File: config.mk
export PLATFORM = sky130hd
export DESIGN_NAME = sbox_scheduler
export DESIGN_NICKNAME = d
export VERILOG_FILES = /design/src/rtl/sbox_scheduler.sv
export SDC_FILE = /design/constraint.sdc
export NUM_CORES = 1
export LEC_CHECK = 0
export CAP_MARGIN = 30
export CORE_MARGIN = 4
export CORE_UTILIZATION = 45
export CTS_CLUSTER_DIAMETER = 30
export DETAILED_ROUTE_END_ITERATION = 7
export PLACE_DENSITY = 0.78
export SYNTH_ARGS = -nofsm -noshare
export SYNTH_HDL_FRONTEND = slang
export SYNTH_SLANG_ARGS = --single-unit
File: constraint.sdc
create_clock -name clk -period 4.5 [get_ports clk]
set_input_delay 0.9 -clock clk [delete_from_list [all_inputs] [get_ports clk]]
set_output_delay 0.9 -clock clk [all_outputs]
set_load 0.02 [all_outputs]
File: src/rtl/sbox_scheduler.sv
// Shares a bank of LANES external S-boxes between the AES state (16 bytes) and key-schedule (4 bytes) requesters.
// Build option: define SBOX_SCHED_RR_EN for round-robin arbitration; otherwise the key port has fixed priority.
//
// state   | meaning
// IDLE    | no job; arbitrate and accept a new request
// RUN_ST  | streaming state bytes through the lanes, one chunk per cycle
// RUN_KEY | streaming key-word bytes through the lanes, one chunk per cycle
module sbox_scheduler #(
   parameter int LANES = 4
) (
   input  logic                 clk,
   input  logic                 rst_n,
   input  logic                 st_valid,
   input  logic [127:0]         st_in,
   output logic                 st_ready,
   output logic [127:0]         st_out,
   output logic                 st_done,
   input  logic                 key_valid,
   input  logic [31:0]          key_in,
   output logic                 key_ready,
   output logic [31:0]          key_out,
   output logic                 key_done,
   output logic [8*LANES-1:0]   sbox_in,
   input  logic [8*LANES-1:0]   sbox_out,
   output logic                 busy
);

   localparam int N_ST  = 16 / LANES;
   localparam int N_KEY = (LANES >= 4) ? 1 : 4 / LANES;

   typedef enum logic [1:0] {
      IDLE    = 2'd0,
      RUN_ST  = 2'd1,
      RUN_KEY = 2'd2
   } state_t;

   state_t       state_q;
   state_t       state_d;
   logic [3:0]   cnt_q;
   logic [127:0] op_q;
   logic         key_pri;
   logic         acc_st;
   logic         acc_key;
   logic         st_last;
   logic         key_last;
   logic [15:0]  st_hit;
   logic [3:0]   key_hit;
   logic [7:0]   st_byte  [16];
   logic [7:0]   key_byte [4];

`ifdef SBOX_SCHED_RR_EN
   logic last_key_q;

   // Pointer remembers who was served last; reset means "state served last".
   always_ff @(posedge clk or negedge rst_n) begin
      if (!rst_n) begin
         last_key_q <= 1'b0;
      end else if (acc_key) begin
         last_key_q <= 1'b1;
      end else if (acc_st) begin
         last_key_q <= 1'b0;
      end
   end

   assign key_pri = !last_key_q;
`else
   assign key_pri = 1'b1;
`endif

   always_ff @(posedge clk or negedge rst_n) begin
      if (!rst_n) begin
         state_q <= IDLE;
      end else begin
         state_q <= state_d;
      end
   end

   always_comb begin
      state_d   = state_q;
      key_ready = 1'b0;
      st_ready  = 1'b0;
      case (state_q)
         IDLE: begin
            // With no request pending the state port is the one left ready.
            key_ready = key_valid && (!st_valid || key_pri);
            st_ready  = !key_ready;
            if (key_valid && key_ready) begin
               state_d = RUN_KEY;
            end else if (st_valid && st_ready) begin
               state_d = RUN_ST;
            end
         end
         RUN_ST: begin
            if (cnt_q == 4'(N_ST - 1)) begin
               state_d = IDLE;
            end
         end
         RUN_KEY: begin
            if (cnt_q == 4'(N_KEY - 1)) begin
               state_d = IDLE;
            end
         end
         default: state_d = IDLE;
      endcase
   end

   assign acc_st   = st_valid && st_ready;
   assign acc_key  = key_valid && key_ready;
   assign st_last  = (state_q == RUN_ST)  && (cnt_q == 4'(N_ST - 1));
   assign key_last = (state_q == RUN_KEY) && (cnt_q == 4'(N_KEY - 1));
   assign busy     = (state_q != IDLE);

   // Key operands are zero-extended, so lanes past byte 3 of a key job see 0x00.
   always_comb begin
      sbox_in = '0;
      if (state_q != IDLE) begin
         for (int k = 0; k < N_ST; k++) begin
            if (cnt_q == 4'(k)) begin
               sbox_in = op_q[8*LANES*k +: 8*LANES];
            end
         end
      end
   end

   for (genvar b = 0; b < 16; b++) begin : g_st_map
      localparam int CH = b / LANES;
      localparam int LN = b % LANES;
      assign st_hit[b]  = (state_q == RUN_ST) && (cnt_q == 4'(CH));
      assign st_byte[b] = sbox_out[8*LN +: 8];
   end

   for (genvar b = 0; b < 4; b++) begin : g_key_map
      localparam int CH = b / LANES;
      localparam int LN = b % LANES;
      assign key_hit[b]  = (state_q == RUN_KEY) && (cnt_q == 4'(CH));
      assign key_byte[b] = sbox_out[8*LN +: 8];
   end

   always_ff @(posedge clk or negedge rst_n) begin
      if (!rst_n) begin
         cnt_q    <= '0;
         op_q     <= '0;
         st_out   <= '0;
         key_out  <= '0;
         st_done  <= 1'b0;
         key_done <= 1'b0;
      end else begin
         st_done  <= st_last;
         key_done <= key_last;
         if (acc_key) begin
            op_q  <= {96'd0, key_in};
            cnt_q <= '0;
         end else if (acc_st) begin
            op_q  <= st_in;
            cnt_q <= '0;
         end else if (state_q != IDLE) begin
            cnt_q <= cnt_q + 4'd1;
         end
         for (int b = 0; b < 16; b++) begin
            if (st_hit[b]) begin
               st_out[8*b +: 8] <= st_byte[b];
            end
         end
         for (int b = 0; b < 4; b++) begin
            if (key_hit[b]) begin
               key_out[8*b +: 8] <= key_byte[b];
            end
         end
      end
   end

endmodule

### Word level (Yosys, flattened, before mapping)

Cells that the tools add are included.

| operators by class | value |
|---|---|
| add/sub/neg operators | 1 |
| equal/unequal tests | 8 |
| muxes and demuxes | 17 |
| reduce and logical (&&, ||, !) cells | 15 |

Operator list:

| cell | count |
|---|---|
| 128-bit two-way mux | 2 |
| 32-bit two-way mux | 5 |
| 4-bit two-way mux | 3 |
| 4-bit by 2-bit equality test with 1-bit output, second input constant | 2 |
| 1-bit logical AND | 8 |
| 2-bit two-way mux | 4 |
| 2-bit case mux with 3 select lines | 1 |
| 4-bit by 1-bit adder with 4-bit output, second input constant | 1 |
| 4-bit by 1-bit equality test with 1-bit output, second input constant | 1 |
| 4-bit logical NOT | 1 |
| 2-bit inequality test, second input constant | 2 |
| 2-bit nonzero test | 2 |
| 3-bit inequality test, second input constant | 1 |
| 3-bit AND reduction | 1 |
| 3-bit nonzero test | 1 |
| 2-bit by 1-bit equality test with 1-bit output, second input constant | 1 |
| 2-bit equality test, second input constant | 1 |
| 2-bit logical NOT | 1 |
| 1-bit two-way mux | 2 |
| 1-bit logical NOT | 1 |

| word-level totals | value |
|---|---|
| register bits after elaboration | 296 |
| bits of input ports | 196 |
| output and inout port bits | 197 |
| logic and storage cells | 51 |

### Longest topological paths before layout

Gate-level depths: netlist of the first run.

| depth | value |
|---|---|
| depth in word-level cells | 6 |
| depth in mapped cells | 8 |

### Worst setup path before layout of the first run

Ideal clock, no wire load.

| timing path | value |
|---|---|
| path kind | register to output |
| start point | register cnt_q[0] |
| end point | output port sbox_in[0] |
| arrival time | 1934 ps |
| data required time | 3600 ps |
| slack | 1666 ps |
| stages on the path, launching flop included | 8 |
| path buffers | 3 |
| cells stage by stage | dfrtp_1 -> ha_1 -> clkbuf_1 -> nor2b_1 -> clkbuf_1 -> clkbuf_1 -> a221oi_1 -> nor3_1 |

| between the ends | value |
|---|---|
| word-level cells in the longest chain between the ends | 6 |
| elaborated cells between the ends (all ways) | 9 |

Ends and longest elaborated chain:

| what | line | text |
|---|---|---|
| start, declared | 39 | `logic [3:0] cnt_q;` |
| start signal, assigned | 157 | `cnt_q <= cnt_q + 4'd1;` |
| 4-bit logical NOT | 118 | `if (cnt_q == 4'(k)) begin` |
| 32-bit two-way mux (3 in a row) | 118 |  |
| 32-bit two-way mux (*) | 118 |  |
| 32-bit two-way mux (*) | 116 | `if (state_q != IDLE) begin` |
| end, declared | 23 | `output logic [8*LANES-1:0] sbox_in,` |

Every way passes the cells marked *; elsewhere a longest branch is shown, timed or not.

### Worst setup path after layout of the first run

| timing path | value |
|---|---|
| start point | register state_q[1] |
| end point | output port sbox_in[29] |

| between the ends | value |
|---|---|
| word-level cells in the longest chain between the ends | 2 |

Ends and longest elaborated chain:

| what | line | text |
|---|---|---|
| start, declared | 37 | `state_t state_q;` |
| start signal, assigned | 74 | `state_q <= state_d;` |
| 2-bit nonzero test | 116 |  |
| 32-bit two-way mux | 116 |  |

Every way passes these cells.

==> results.py, run 1 <==
metrics = {
    "outcome": {
        "status": "finished, final reports clean",
    },
    "setup_path": {
        "critPathSlowestCell": "or3_1",
        "reg2reg_slack_ns": 2.12,
        "r2r-end": "st_out[38]$_DFFE_PN0P_",
        "cpPeakStageDelay_ns": 0.76,
        "crit_type": "reg2out",
        "cp.arrival_ns": 3.40,
        "cp.required_ns": 3.60,
        "cp-start-kind": "flip-flop",
        "worst-path-buf-inv": 2,
        "r2r.worst_path.cells": 5,
        "path_cells": "nor2_1 > or3_1 > buf_4 > nor3_1 > clkdlybuf4s50_1",
        "critical_path.top_delay_family": "simple AND/OR/NAND/NOR gates",
        "cp_max_fo": 25,
        "end_kind": "output pin",
        "reg2reg_from": "cnt_q[1]$_DFFE_PN0P_",
    },
    "timing": {
        "skew_ns": 0.0212,
        "finalHoldViolations": 0,
        "clock.fmax_mhz": 233,
        "maxSlewViolCount": 0,
        "hold_ws_ns": 0.233,
        "fin_crit_ns": 4.30,
        "period_share_pct": 95.6,
        "setup_viol": 0,
        "slew_headroom_pct": 32.3,
        "tns_ns": 0,
        "tightest_slew_ns": 1.02,
        "worst_slack_ns": 0.199,
        "rsz0062_at_grt": "false",
    },
    "final_layout": {
        "final_common_cell": "clkdlybuf4s50_1",
        "fin_cells": 1838,
        "fillCellCount": 1952,
        "area_delta_synth_final_pct": 50.8,
        "fin_nets": 1649,
        "design_area_mm2": 0.0187,
        "drive_above_1_share_pct": 19.3,
        "layout_common_cells": "390 x clkdlybuf4s50_1, 296 x dfrtp_1, 193 x nand2_1, 160 x mux2_2, 147 x o21ai_0",
        "utilization_pct": 69.1,
    },
    "yosys": {
        "synthesis.area_mm2": 0.0124,
        "synth_adder_area_share_pct": 0.404,
        "avgSynthCellArea_um2": 11.6,
        "synth_cells": 1067,
        "synthTopCellsByArea": "dfrtp_1 60%, mux2_2 15%, o21ai_0 6.0%",
        "synth_compound_area_share_pct": 10.7,
        "ys_warn_count": 0,
        "synthSimpleGateAreaFrac_pct": 8.57,
        "ys_ff_latch": 296,
        "synth_area_leader_cell": "dfrtp_1",
        "synth_cell_types": 33,
        "synth_xor_area_share_pct": 0,
        "yosysSeqAreaShare_pct": 59.8,
        "syn_nets": 1267,
        "synth_ff_type": "dfrtp_1",
        "synthArstFlopShare_pct": 100,
        "synth_top_area_share_pct": 59.8,
        "synth_edf_count": 0,
        "synth_mux_area_share_pct": 17.1,
        "synth_top_family_by_area": "multiplexers",
    },
    "route": {
        "drt-met1-wl_um": 15300,
        "finalWirelength_um": 41500,
        "top_layer_used": "met5",
        "ant_nets": 0,
        "vias": 10200,
        "route.met3.wl_um": 3400,
        "dr_wl_met2_um": 20700,
        "first_pass_iters": 5,
        "drt-initial-drc-count": 650,
        "via_per_inst": 5.53,
        "drc": 0,
        "wl_per_cell_um": 22.6,
    },
    "grt": {
        "grt_pass1_wl_um": 63200,
        "grt_max_degree": 194,
        "antenna_found_initial": 4,
        "overflow": 0,
        "grt_usage_pct": 26.8,
        "grt_pass1_vias": 10700,
    },
    "floorplanning": {
        "start_util_pct": 45.8,
        "ioPinCount": 393,
        "die_area_mm2": 0.0302,
        "num_rows": 60,
        "coreArea_mm2": 0.0270,
        "die_y_um": 174,
        "die_w_um": 174,
    },
    "place": {
        "place_hpwl_um": 28800,
        "placed_area_mm2": 0.0165,
        "dp_cells": 1729,
        "portBuffers": 392,
        "pre_cts_slack_ns": 0.820,
        "place.gp.congestion": 0.888,
    },
    "clock_tree": {
        "htree_levels": 2,
        "clkTransAtPathRegs_ns": 0.05,
        "clockBufferDepth": 3,
        "root_buffer": "clkbuf_16",
        "clock_sinks": 296,
        "cts_resized": 0,
        "clk_latency_ns": 0.56,
        "cts_tree": "built",
        "hold_buffers": 0,
        "cts_setup_buffers": 0,
        "cts_buffers": 58,
    },
    "worst_hold_path": {
        "min_path_type": "in2async",
    },
    "power": {
        "peakVddDrop_uv": 448,
        "total_power_mw": 16.0,
        "power_leakage_nw": 7.89,
        "p_per_area_mw_per_mm2": 857,
    },
    "flow_run": {
        "cap_violations": 0,
    },
}
[synthesized netlist by cell type, types with 4 or more instances]
cell type and n:
a221oi_1 32, buf_2 33, buf_4 7, clkbuf_1 44, dfrtp_1 296, ha_1 4, inv_1 6, mux2_2 160
mux2i_1 32, nand2_1 196, nand3_1 4, nor2_1 5, nor3_1 32, o21ai_0 148, o21ai_1 15, o22ai_1 32
[how the worst max path moves through the flow]
stage	endpoint	slack, ns	from	cells after the start
2_1_floorplan	sbox_in[0]	1.67	cnt_q[0]$_DFFE_PN0P_	7
3_3_place_gp	sbox_in[30]	0.87	state_q[1]$_DFFE_PN0P_	5
3_5_place_dp	sbox_in[19]	0.82	state_q[1]$_DFFE_PN0P_	5
4_1_cts	sbox_in[29]	0.21	state_q[1]$_DFFE_PN0P_	5
5_1_grt	sbox_in[29]	0.09	state_q[1]$_DFFE_PN0P_	5
6_report	sbox_in[29]	0.20	state_q[1]$_DFFE_PN0P_	5
[cell families after synthesis]
logic type / after synthesis
multiplexers: 192
flip-flops: 296
AND/OR/NAND/NOR: 252
adder cells (fa/ha/maj): 4
AO/OA/AOI/OAI: 231
buffers and inverters: 92
[per-layer routing]
layer	track usage, %	vias to the layer above
met2	46.6	486
met4	13.6	2
met5	0	-
li1	-	4560
met3	7.76	96
met1	30.1	5027
[registers in the layout, summed over array words and instances (netlist names)]
| name | cells |
|---|---|
| cnt_q | 4 |
| state_q | 2 |
| key_done | 1 |
| st_out | 128 |
| op_q | 128 |
| st_done | 1 |
| key_out | 32 |
[final cells by class]
type / count / area (um2) / area share [%]
Antenna cell: 3 / 7.51 / 0.0402
Clock buffer: 73 / 1610 / 8.61
Clock inverter: 32 / 513 / 2.75
Inverter: 7 / 26.3 / 0.141
Multi-Input combinational cell: 679 / 4590 / 24.5
Sequential cell: 296 / 7410 / 39.6
Tap cell: 341 / 427 / 2.28
Timing Repair Buffer: 407 / 4110 / 22.0
[where the power goes]
part	total (mW)	internal (mW)	switching (mW)	leakage (nW)
logic	6.51	3.06	3.44	3.22
clock network	4.61	3.20	1.41	1.02
registers	4.89	3.98	0.912	3.64
No activity file was read; power rests on OpenSTA's default activity.
==> run 2, diff against run 1 <==
CORE_MARGIN = 5   (was 4)
==> results.py, run 2 (synthesis results as in run 1) <==
metrics = {
    "timing": {
        "clock.fmax_mhz": 234,
        "tns_ns": 0,
        "maxSlewViolCount": 0,
        "tightest_slew_ns": 1.02,
        "finalHoldViolations": 0,
        "period_share_pct": 95.0,
        "slew_headroom_pct": 32.1,
        "setup_viol": 0,
        "fin_crit_ns": 4.28,
        "rsz0062_at_grt": "false",
        "skew_ns": 0.0172,
    },
    "grt": {
        "grt_pass1_vias": 10500,
        "antenna_found_initial": 0,
        "overflow": 0,
        "grt_usage_pct": 25.9,
        "grt_pass1_wl_um": 62200,
        "grt_max_degree": 194,
    },
    "final_layout": {
        "layout_common_cells": "390 x clkdlybuf4s50_1, 296 x dfrtp_1, 194 x nand2_1, 160 x mux2_2, 147 x o21ai_0",
        "fillCellCount": 1961,
        "drive_above_1_share_pct": 19.1,
        "fin_cells": 1831,
        "final_common_cell": "clkdlybuf4s50_1",
        "fin_nets": 1648,
        "area_delta_synth_final_pct": 48.9,
        "design_area_mm2": 0.0184,
        "reg.largest.list": "op_q (128), st_out (128), key_out (32)",
        "utilization_pct": 68.3,
        "antennaDiodeCount": 0,
    },
    "floorplanning": {
        "die_w_um": 176,
        "start_util_pct": 45.8,
        "coreArea_mm2": 0.0270,
        "ioPinCount": 393,
        "die_area_mm2": 0.0309,
        "num_rows": 60,
        "die_y_um": 176,
    },
    "setup_path": {
        "r2r.worst_path.cells": 3,
        "reg2reg_from": "state_q[1]$_DFFE_PN0P_",
        "cp-startpoint": "state_q[1]$_DFFE_PN0P_",
        "r2r-end": "st_out[85]$_DFFE_PN0P_",
        "reg2reg_slack_ns": 2.31,
        "cp_max_fo": 23,
        "cp.arrival_ns": 3.38,
        "cp-start-kind": "flip-flop",
        "end_kind": "output pin",
        "endpoint": "sbox_in[5]",
        "cp.required_ns": 3.60,
        "crit_type": "reg2out",
    },
    "route": {
        "ant_nets": 0,
        "vias": 10200,
        "first_pass_iters": 6,
        "finalWirelength_um": 41500,
        "wl_per_cell_um": 22.7,
        "drc": 0,
        "drt-initial-drc-count": 649,
        "via_per_inst": 5.57,
    },
    "power": {
        "power_leakage_nw": 7.78,
        "p_seq_share_pct": 31.6,
        "p_per_area_mw_per_mm2": 840,
        "switchingPower_mw": 5.73,
        "internal_power_mw": 9.77,
        "peakVddDrop_uv": 485,
        "p_sw_share_pct": 37.0,
        "pwr-share-comb_pct": 42.0,
        "clock_power_share_pct": 26.3,
        "total_power_mw": 15.5,
    },
    "clock_tree": {
        "clk_latency_ns": 0.55,
        "cts_resized": 0,
        "cts_buffers": 54,
        "cts_setup_buffers": 0,
        "cts_tree": "built",
        "clockBufferDepth": 3,
        "htree_levels": 2,
        "clkTransAtPathRegs_ns": 0.05,
        "hold_buffers": 0,
        "root_buffer": "clkbuf_16",
        "clock_sinks": 296,
    },
    "outcome": {
        "status": "finished, final reports clean",
    },
    "place": {
        "dp_cells": 1732,
        "place_hpwl_um": 28700,
        "placed_area_mm2": 0.0166,
        "place.gp.congestion": 0.903,
        "portBuffers": 392,
    },
    "worst_hold_path": {
        "min_path_type": "in2async",
    },
    "flow_run": {
        "cap_violations": 0,
    },
}
==> run 2: cell count changes in the layout (fill, tap and decap cells not counted), sizes merged <==
cell | before | now
bufinv | 12 | 6
inv | 10 | 9
buf | 17 | 20
clkinv | 11 | 14
clkinvlp | 6 | 7
diode | 3 | 0
clkbuf | 73 | 69
==> run 2: critical path: stages, from the launching register on <==
cell and delay (ns):
dfrtp_1 0.57, nor2_1 0.21, or3_1 0.74, nor3_1 0.58, clkdlybuf4s50_1 0.72
==> run 2: power groups by stage <==
stage	Sequential [mW]	Clock (mW)	Combinational, mW
after detailed placement	4.89	0	6.48
after global routing	5.02	4.28	6.92
after floorplan	5.50	0	2.60
after CTS	4.88	4.13	6.55
final	4.90	4.08	6.52
after global placement	4.85	0	6.31
==> run 2: final cells by class <==
| class | count | area, um2 | area share (%) |
|---|---|---|---|
| well taps | 341 | 427 | 2.31 |
| clock inverters | 29 | 358 | 1.94 |
| clock buffers | 69 | 1520 | 8.23 |
| multi-input cells | 679 | 4580 | 24.8 |
| flip-flops and latches | 296 | 7410 | 40.1 |
| repair buffers | 410 | 4130 | 22.4 |
| inverters | 7 | 26.3 | 0.142 |
==> run 2: worst min-delay path by stage <==
stage                            start  slack [ns]  cells past startpoint                      end
3_3_place_gp   key_out[30]$_DFFE_PN0P_        0.49                      1  key_out[30]$_DFFE_PN0P_
5_1_grt                          rst_n        0.46                      1  st_out[127]$_DFFE_PN0P_
3_5_place_dp   key_out[31]$_DFFE_PN0P_        0.49                      1  key_out[31]$_DFFE_PN0P_
2_1_floorplan      op_q[0]$_DFFE_PN0P_        0.47                      2      op_q[0]$_DFFE_PN0P_
6_report                         rst_n        0.39                      1    st_out[6]$_DFFE_PN0P_
4_1_cts                          rst_n        0.44                      1  key_out[26]$_DFFE_PN0P_
==> run 2: through the flow <==
| stage | setup WS [ns] | hold slack (ns) |
|---|---|---|
| after floorplan | 1.67 | 0.475 |
| after global placement | 0.920 | 0.486 |
| after detailed placement | 0.851 | 0.491 |
| after CTS | 0.245 | 0.439 |
| after global routing | 0.133 | 0.458 |
| final | 0.225 | 0.386 |
==> run 2: layer usage <==
| layer | up-vias | track usage, % | routed length (um) |
|---|---|---|---|
| met4 | 0 | 10.9 | 1960 |
| met3 | 102 | 6.72 | 3590 |
| met5 | - | 0 | 0 |
| li1 | 4553 | - | - |
| met1 | 5029 | 29.3 | 15000 |
| met2 | 508 | 46.4 | 21000 |
